File: config.mk
export PLATFORM = sky130hd
export DESIGN_NAME = fft2d_pass_sequencer
export DESIGN_NICKNAME = d
export VERILOG_FILES = /design/src/rtl/fft2d_pass_sequencer.sv
export SDC_FILE = /design/constraint.sdc
export NUM_CORES = 1
export LEC_CHECK = 0
export ABC_AREA = 1
export CORE_MARGIN = 1.5
export CORE_UTILIZATION = 47
export CTS_CLUSTER_DIAMETER = 120
export DETAILED_ROUTE_END_ITERATION = 12
export GPL_TIMING_DRIVEN = 0
export PLACE_DENSITY = 0.95
export SYNTH_ARGS = -nofsm -noshare
export SYNTH_HDL_FRONTEND = slang
export SYNTH_SLANG_ARGS = --single-unit
File: constraint.sdc
create_clock -name clk -period 3.64 [get_ports clk]
set_input_delay 0.364 -clock clk [delete_from_list [all_inputs] [get_ports clk]]
set_output_delay 0.364 -clock clk [all_outputs]
set_load 0.1 [all_outputs]
File: src/rtl/fft2d_pass_sequencer.sv
// Drives one streaming 1-D FFT core through the row pass and the column pass of an N x N 2-D FFT.
// Carries no sample data: config channel, tvalid/tlast, memory addressing, and done/err flags.
module fft2d_pass_sequencer #(
  parameter int          LOG2N    = 7,
  parameter logic [15:0] CFG_WORD = 16'h0001
) (
  input  logic               clk,
  input  logic               rst,
  input  logic               start,
  input  logic               inv,
  output logic               busy,
  output logic               done,
  output logic               err,
  output logic [15:0]        cfg_tdata,
  output logic               cfg_tvalid,
  input  logic               cfg_tready,
  output logic               src_rd_en,
  output logic [2*LOG2N-1:0] src_addr,
  output logic               buf_rd_en,
  output logic [2*LOG2N-1:0] buf_rd_addr,
  output logic               buf_wr_en,
  output logic [2*LOG2N-1:0] buf_wr_addr,
  output logic               in_sel,
  output logic               fft_in_tvalid,
  output logic               fft_in_tlast,
  input  logic               fft_in_tready,
  input  logic               fft_out_tvalid,
  input  logic               fft_out_tlast,
  output logic               fft_out_tready,
  input  logic               fft_evt_err,
  output logic               res_valid,
  output logic               res_last,
  output logic [LOG2N-1:0]   res_row,
  output logic [LOG2N-1:0]   res_col
);
  localparam int AW = 2 * LOG2N;
  localparam int CW = AW + 1;
  localparam logic [CW-1:0]    NN        = {1'b1, {AW{1'b0}}};
  localparam logic [CW-1:0]    LAST      = NN - CW'(1);
  localparam logic [LOG2N-1:0] LANE_LAST = '1;

  typedef enum logic [2:0] {S_IDLE, S_CFG, S_ROW, S_COL, S_DONE} state_t;

  state_t          state, state_nxt;
  logic [CW-1:0]   ic, oc;
  logic            inv_l;
  logic            active, in_row, in_col, issue, beat, pass_end, tlast_bad;

  always_comb begin
    state_nxt = state;
    in_row    = (state == S_ROW);
    in_col    = (state == S_COL);
    active    = in_row || in_col;
    issue     = active && (ic < NN) && (!fft_in_tvalid || fft_in_tready);
    beat      = active && fft_out_tvalid;
    pass_end  = beat && (oc == LAST);
    tlast_bad = beat && (fft_out_tlast != (oc[LOG2N-1:0] == LANE_LAST));
    case (state)
      S_IDLE:  if (start) state_nxt = S_CFG;
      S_CFG:   if (cfg_tready) state_nxt = S_ROW;
      S_ROW:   if (pass_end) state_nxt = S_COL;
      S_COL:   if (pass_end) state_nxt = S_DONE;
      S_DONE:  state_nxt = S_IDLE;
      default: state_nxt = S_IDLE;
    endcase
  end

  always_comb begin
    busy           = (state != S_IDLE);
    done           = (state == S_DONE);
    cfg_tvalid     = (state == S_CFG);
    cfg_tdata      = cfg_tvalid ? {CFG_WORD[15:1], ~inv_l} : 16'h0000;
    src_rd_en      = issue && in_row;
    src_addr       = in_row ? ic[AW-1:0] : '0;
    // Column pass reads the transpose buffer with row = ic % N, col = ic / N
    buf_rd_en      = issue && in_col;
    buf_rd_addr    = in_col ? {ic[LOG2N-1:0], ic[AW-1:LOG2N]} : '0;
    buf_wr_en      = beat && in_row;
    buf_wr_addr    = in_row ? oc[AW-1:0] : '0;
    in_sel         = in_col;
    fft_out_tready = active;
    res_valid      = beat && in_col;
    res_last       = res_valid && fft_out_tlast;
    res_row        = in_col ? oc[LOG2N-1:0] : '0;
    res_col        = in_col ? oc[AW-1:LOG2N] : '0;
  end

  always_ff @(posedge clk) begin
    if (rst) begin
      state         <= S_IDLE;
      ic            <= '0;
      oc            <= '0;
      inv_l         <= 1'b0;
      err           <= 1'b0;
      fft_in_tvalid <= 1'b0;
      fft_in_tlast  <= 1'b0;
    end else begin
      state <= state_nxt;
      if (state == S_IDLE && start) begin
        inv_l <= inv;
        err   <= 1'b0;
        ic    <= '0;
        oc    <= '0;
      end
      if (issue) ic <= ic + CW'(1);
      if (beat)  oc <= oc + CW'(1);
      // Both counters restart for the column pass; the row pass has fully drained here
      if (pass_end) begin
        ic <= '0;
        oc <= '0;
      end
      if (issue) begin
        fft_in_tvalid <= 1'b1;
        fft_in_tlast  <= (ic[LOG2N-1:0] == LANE_LAST);
      end else if (fft_in_tready) begin
        fft_in_tvalid <= 1'b0;
        fft_in_tlast  <= 1'b0;
      end
      if (active && (fft_evt_err || tlast_bad)) err <= 1'b1;
    end
  end

endmodule

Yosys cells after proc, flatten, opt, wreduce, memory -nomap -nowiden --
Index checks and enable logic that the tools add are counted.
Storage, ports and cells: register bits after elaboration 37, output and inout bits 85, bits of input ports 9
Operators by class: equality and inequality tests 12, multiplexer cells 19, $add $sub $neg 2, bitwise logic cells 1, reduce and logical (&&, ||, !) cells 24, magnitude comparators 1
Operators with widths (number):
- $mux W15 | 3
- $mux W14 | 3
- $add A15 B1 Y15 const B | 2
- $eq A15 B14 Y1 const B | 1
- $lt A15 B15 Y1 const B | 1
- $eq A7 B7 Y1 const B | 2
- $mux W7 | 2
- $logic_and A1 B1 Y1 | 12
- $mux W3 | 4
- $pmux W3 S4 | 1
- $reduce_bool A2 Y1 | 4
- $eq A3 B2 Y1 const B | 2
- $mux W1 | 6
- $ne A2 B1 Y1 const B | 3
- $reduce_and A4 Y1 | 1
- $eq A3 B1 Y1 const B | 1
- $eq A3 B3 Y1 const B | 1
- $logic_not A3 Y1 | 1
- $logic_or A1 B1 Y1 | 3
- $reduce_bool A3 Y1 | 1
- $ne A2 B2 Y1 const B | 1
- $reduce_or A2 Y1 | 1
- $logic_not A1 Y1 | 1
- $ne A1 B1 Y1 | 1
- $not A1 Y1 | 1

Logic depth before layout (Yosys ltp) --
depth after elaboration 7, gate-level depth with buffers 9, depth with buffers taken out 9

Least setup slack after synthesis --
Ideal clock, no wire load.
path type register to output, start reg state[0], end out res_last, stages on the path, launching flop included 4, slack 0.445 ns, data arrival time 2.831 ns, path buffers 1, required time 3.276 ns, path through dfxtp_1 -> nand3_1 -> clkbuf_1 -> nor3_1
Between the ends: longest elaborated chain between the ends 5, elaborated cells between the ends (all ways) 6, classes of those cells eq/ne (2); reduce/logical (4)
RTL lines:
- start, declared | line 44 | state_t state, state_nxt;
- start signal, assigned | line 98 | state <= state_nxt;
- $eq A3 B2 Y1 (on tied branches) | line 51, 52
- $logic_or A1 B1 Y1 | line 53 | active = in_row || in_col;
- $logic_and A1 B1 Y1 | line 55 | beat = active && fft_out_tvalid;
- $logic_and A1 B1 Y1 * | line 82 | res_valid = beat && in_col;
- $logic_and A1 B1 Y1 * | line 83 | res_last = res_valid && fft_out_tlast;
- end, declared | line 32 | output logic res_last,
Every way passes the cells marked *; elsewhere a longest branch is shown, timed or not.

Worst setup path in the final report --
start reg state[0], end out buf_rd_en
Between the ends: longest elaborated chain between the ends 5, elaborated cells between the ends (all ways) 6, classes of those cells eq/ne (2); reduce/logical (4)
RTL lines:
- $eq A3 B2 Y1 (on tied branches) | line 51, 52
- $logic_or A1 B1 Y1 | line 53
- $logic_and A1 B1 Y1 (2 in series) | line 54 | issue = active && (ic < NN) && (!fft_in_tvalid || fft_in_tready);
- $logic_and A1 B1 Y1 * | line 76 | buf_rd_en = issue && in_col;
- end, declared | line 19 | output logic buf_rd_en,
Marks and branches as above.

==> run metrics <==
Synth Register Bits=37; leakage=1.233 nW; minimum clock period=3.119 ns; Horiz. Die Dim=73.61 microns; worst min-delay path class=flop to flop; GRT Resource Usage Total=26.27%; DRT Wirelength=6774 microns; status=complete, no violations; H-tree Lvls=2; Pre-antenna DRT Iters=5; post_cts resized=0; worst-path maximum fanout=9; clk_lat worst skew=0.30 ns; Vias=2,772; antenna viol nets, final=0; Clock transition at path regs=0.07 ns; post-DR vias/cell=5.031; max cap viols=0; Initial Utilization=49.29%; I/O pins=94; hold_buf cts=0; grt met2 use=46.95%; FILL cells=413; CTS Buf Count=5; most frequent cells in the layout=nor2_1, clkdlybuf4s50_1, nand2_1, inv_1, dfxtp_1; Post-DP HPWL=5092 microns; Max-Slew Margin vs Limit=34.32%; IO Port Bufs=78; Critical Path End Type=output pin; Syn. warnings=0; Post-Syn Instances=384; largest net degree at the start of global routing=12; Synth cell types=30; Power per Cell Area=534.2 mW/mm^2; Core Box Area=0.004755 sq mm; Area growth, synth to finish=42.66%; Final Hold Viols=0; CTS Buffer Depth=2; layout cell share with drive strength beyond 1=8.678%; Nets=494; die area=0.005418 sq mm; CP Class=flop to output pin; busiest grt layer=met2; WL per Instance=12.29 microns; Congestion Overflow GR=0; Num Clock Sinks=37; Finished Core Util=70.32%; Final Setup Violations=0; worst path required time=3.28 ns; Max rail drop VDD=0.0005430 V; Post-CTS Setup Bufs=0; initial antenna violation count=0; CTS tree=built; drt drc=0; Inserted Diodes=0; register area share after synthesis=31.61%; RSZ-0062 raised after global routing=false; first-pass GRT wire length=11,060 microns; Achievable Freq=320.7 MHz; Final Cycle Share=85.67%; Slew @ Worst Pin=0.9821 ns; RePlAce Congestion=0.9116; GR Util met3=6.722%; GR Util met1=29.64%; Iter 0 DRT Violations=168; Die Ht=73.61 microns; Setup Skew=0.006802 ns; crit start category=flop; Final Max Slew Viols=0; num rows=25; post-synthesis cell area=0.002343 sq mm; CP arrival=2.75 ns; Syn Area/Cell=6.103 sq um; vias in the first global route=2,532; root buffer cell=clkbuf_8; Setup TNS Final=0 ns; most common cell after layout, fill and taps aside=nor2_1
stage by stage:
stage               power [mW]  area [sq um]  setup WS (ns)  hold slack, ns  instances
floorplan                1.277          2396         0.4451          0.4241        398
global route             1.864          3343         0.4191          0.5012        551
detailed placement       1.497          3261         0.7818          0.4485        543
global placement         1.481          3261         0.7864          0.4359        543
CTS                      1.785          3343         0.5365          0.4602        551
finish                   1.786          3343         0.5214          0.4595        551
logic make-up after synthesis:
| family | after synthesis | share of synthesized area [%] |
|---|---|---|
| buffers and inverters | 78 | 15.59 |
| AO/OA/AOI/OAI | 50 | 11.64 |
| flip-flops | 37 | 31.61 |
| XOR/XNOR | 7 | 2.616 |
| AND/OR/NAND/NOR | 209 | 37.32 |
| other | 1 | 0.1600 |
| adder cells (fa/ha/maj) | 2 | 1.068 |
registers in the layout, summed over array words and instances, names as in the netlist:
register and count:
err 1, fft_in_tlast 1, fft_in_tvalid 1, ic 15
inv_l 1, oc 15, state 3
worst paths after layout:
kind	startpoint	to	slack (ns)	depth (start not counted)
max	state[0]	buf_rd_en	0.52	8
min	inv_l	inv_l	0.46	2
max reg2reg	oc[0]	oc[4]	1.84	7
min reg2reg	inv_l	inv_l	0.46	2
critical path, stage by stage, from the launching register on:
cell and delay (ns):
dfxtp_1 0.36, nor2_2 0.21, nand2_2 0.14, nand2_2 0.16, nand3_2 0.13, inv_2 0.17, nand2_1 0.09, inv_1 0.06
clkdlybuf4s50_1 1.13
final cells by class:
cell class / instances / area, sq um / share of cell area, %
Buffer: 26 / 170.2 / 5.090
Clock buffer: 6 / 72.57 / 2.171
Clock inverter: 2 / 10.01 / 0.2994
Inverter: 52 / 195.2 / 5.838
Multi-Input combinational cell: 283 / 1290 / 38.59
Sequential cell: 37 / 740.7 / 22.16
Tap cell: 67 / 83.83 / 2.507
Timing Repair Buffer: 78 / 780.7 / 23.35
Yosys cell counts:
cell / n / share of area, %
a211oi_1: 1 / 0.32
a21oi_1: 28 / 6.0
a22oi_1: 2 / 0.64
buf_2: 1 / 0.21
buf_4: 17 / 5.4
buf_6: 1 / 0.48
clkbuf_1: 7 / 1.1
conb_1: 1 / 0.16
dfxtp_1: 37 / 32
ha_1: 2 / 1.1
inv_1: 46 / 7.4
inv_2: 6 / 0.96
nand2_1: 71 / 11
nand2_2: 4 / 1.1
nand3_1: 22 / 4.7
nand3_2: 1 / 0.43
nand3b_1: 1 / 0.32
nand4_1: 6 / 1.6
nor2_1: 93 / 15
nor2_2: 2 / 0.53
nor2_4: 1 / 0.48
nor3_1: 7 / 1.5
nor3_2: 1 / 0.43
o211ai_1: 3 / 0.96
o21ai_0: 5 / 1.1
o21ai_1: 8 / 1.7
o21ai_2: 1 / 0.37
o21bai_1: 1 / 0.32
o22ai_1: 1 / 0.27
xor2_1: 7 / 2.6
power by group:
part / switching, mW / total (mW) / internal, mW
registers: 0.0312 / 0.474 / 0.442
clock network: 0.157 / 0.289 / 0.133
logic: 0.809 / 1.02 / 0.214
metal layers:
metal | wire length [microns] | part of all wire (%) | vias to the layer above
met5 | 0 | 0 | -
li1 | - | - | 1374
met1 | 2729 | 40 | 1240
met3 | 600 | 8.9 | 17
met2 | 3291 | 49 | 141
met4 | 153 | 2.3 | 0
(Power assumes the default switching activity.)
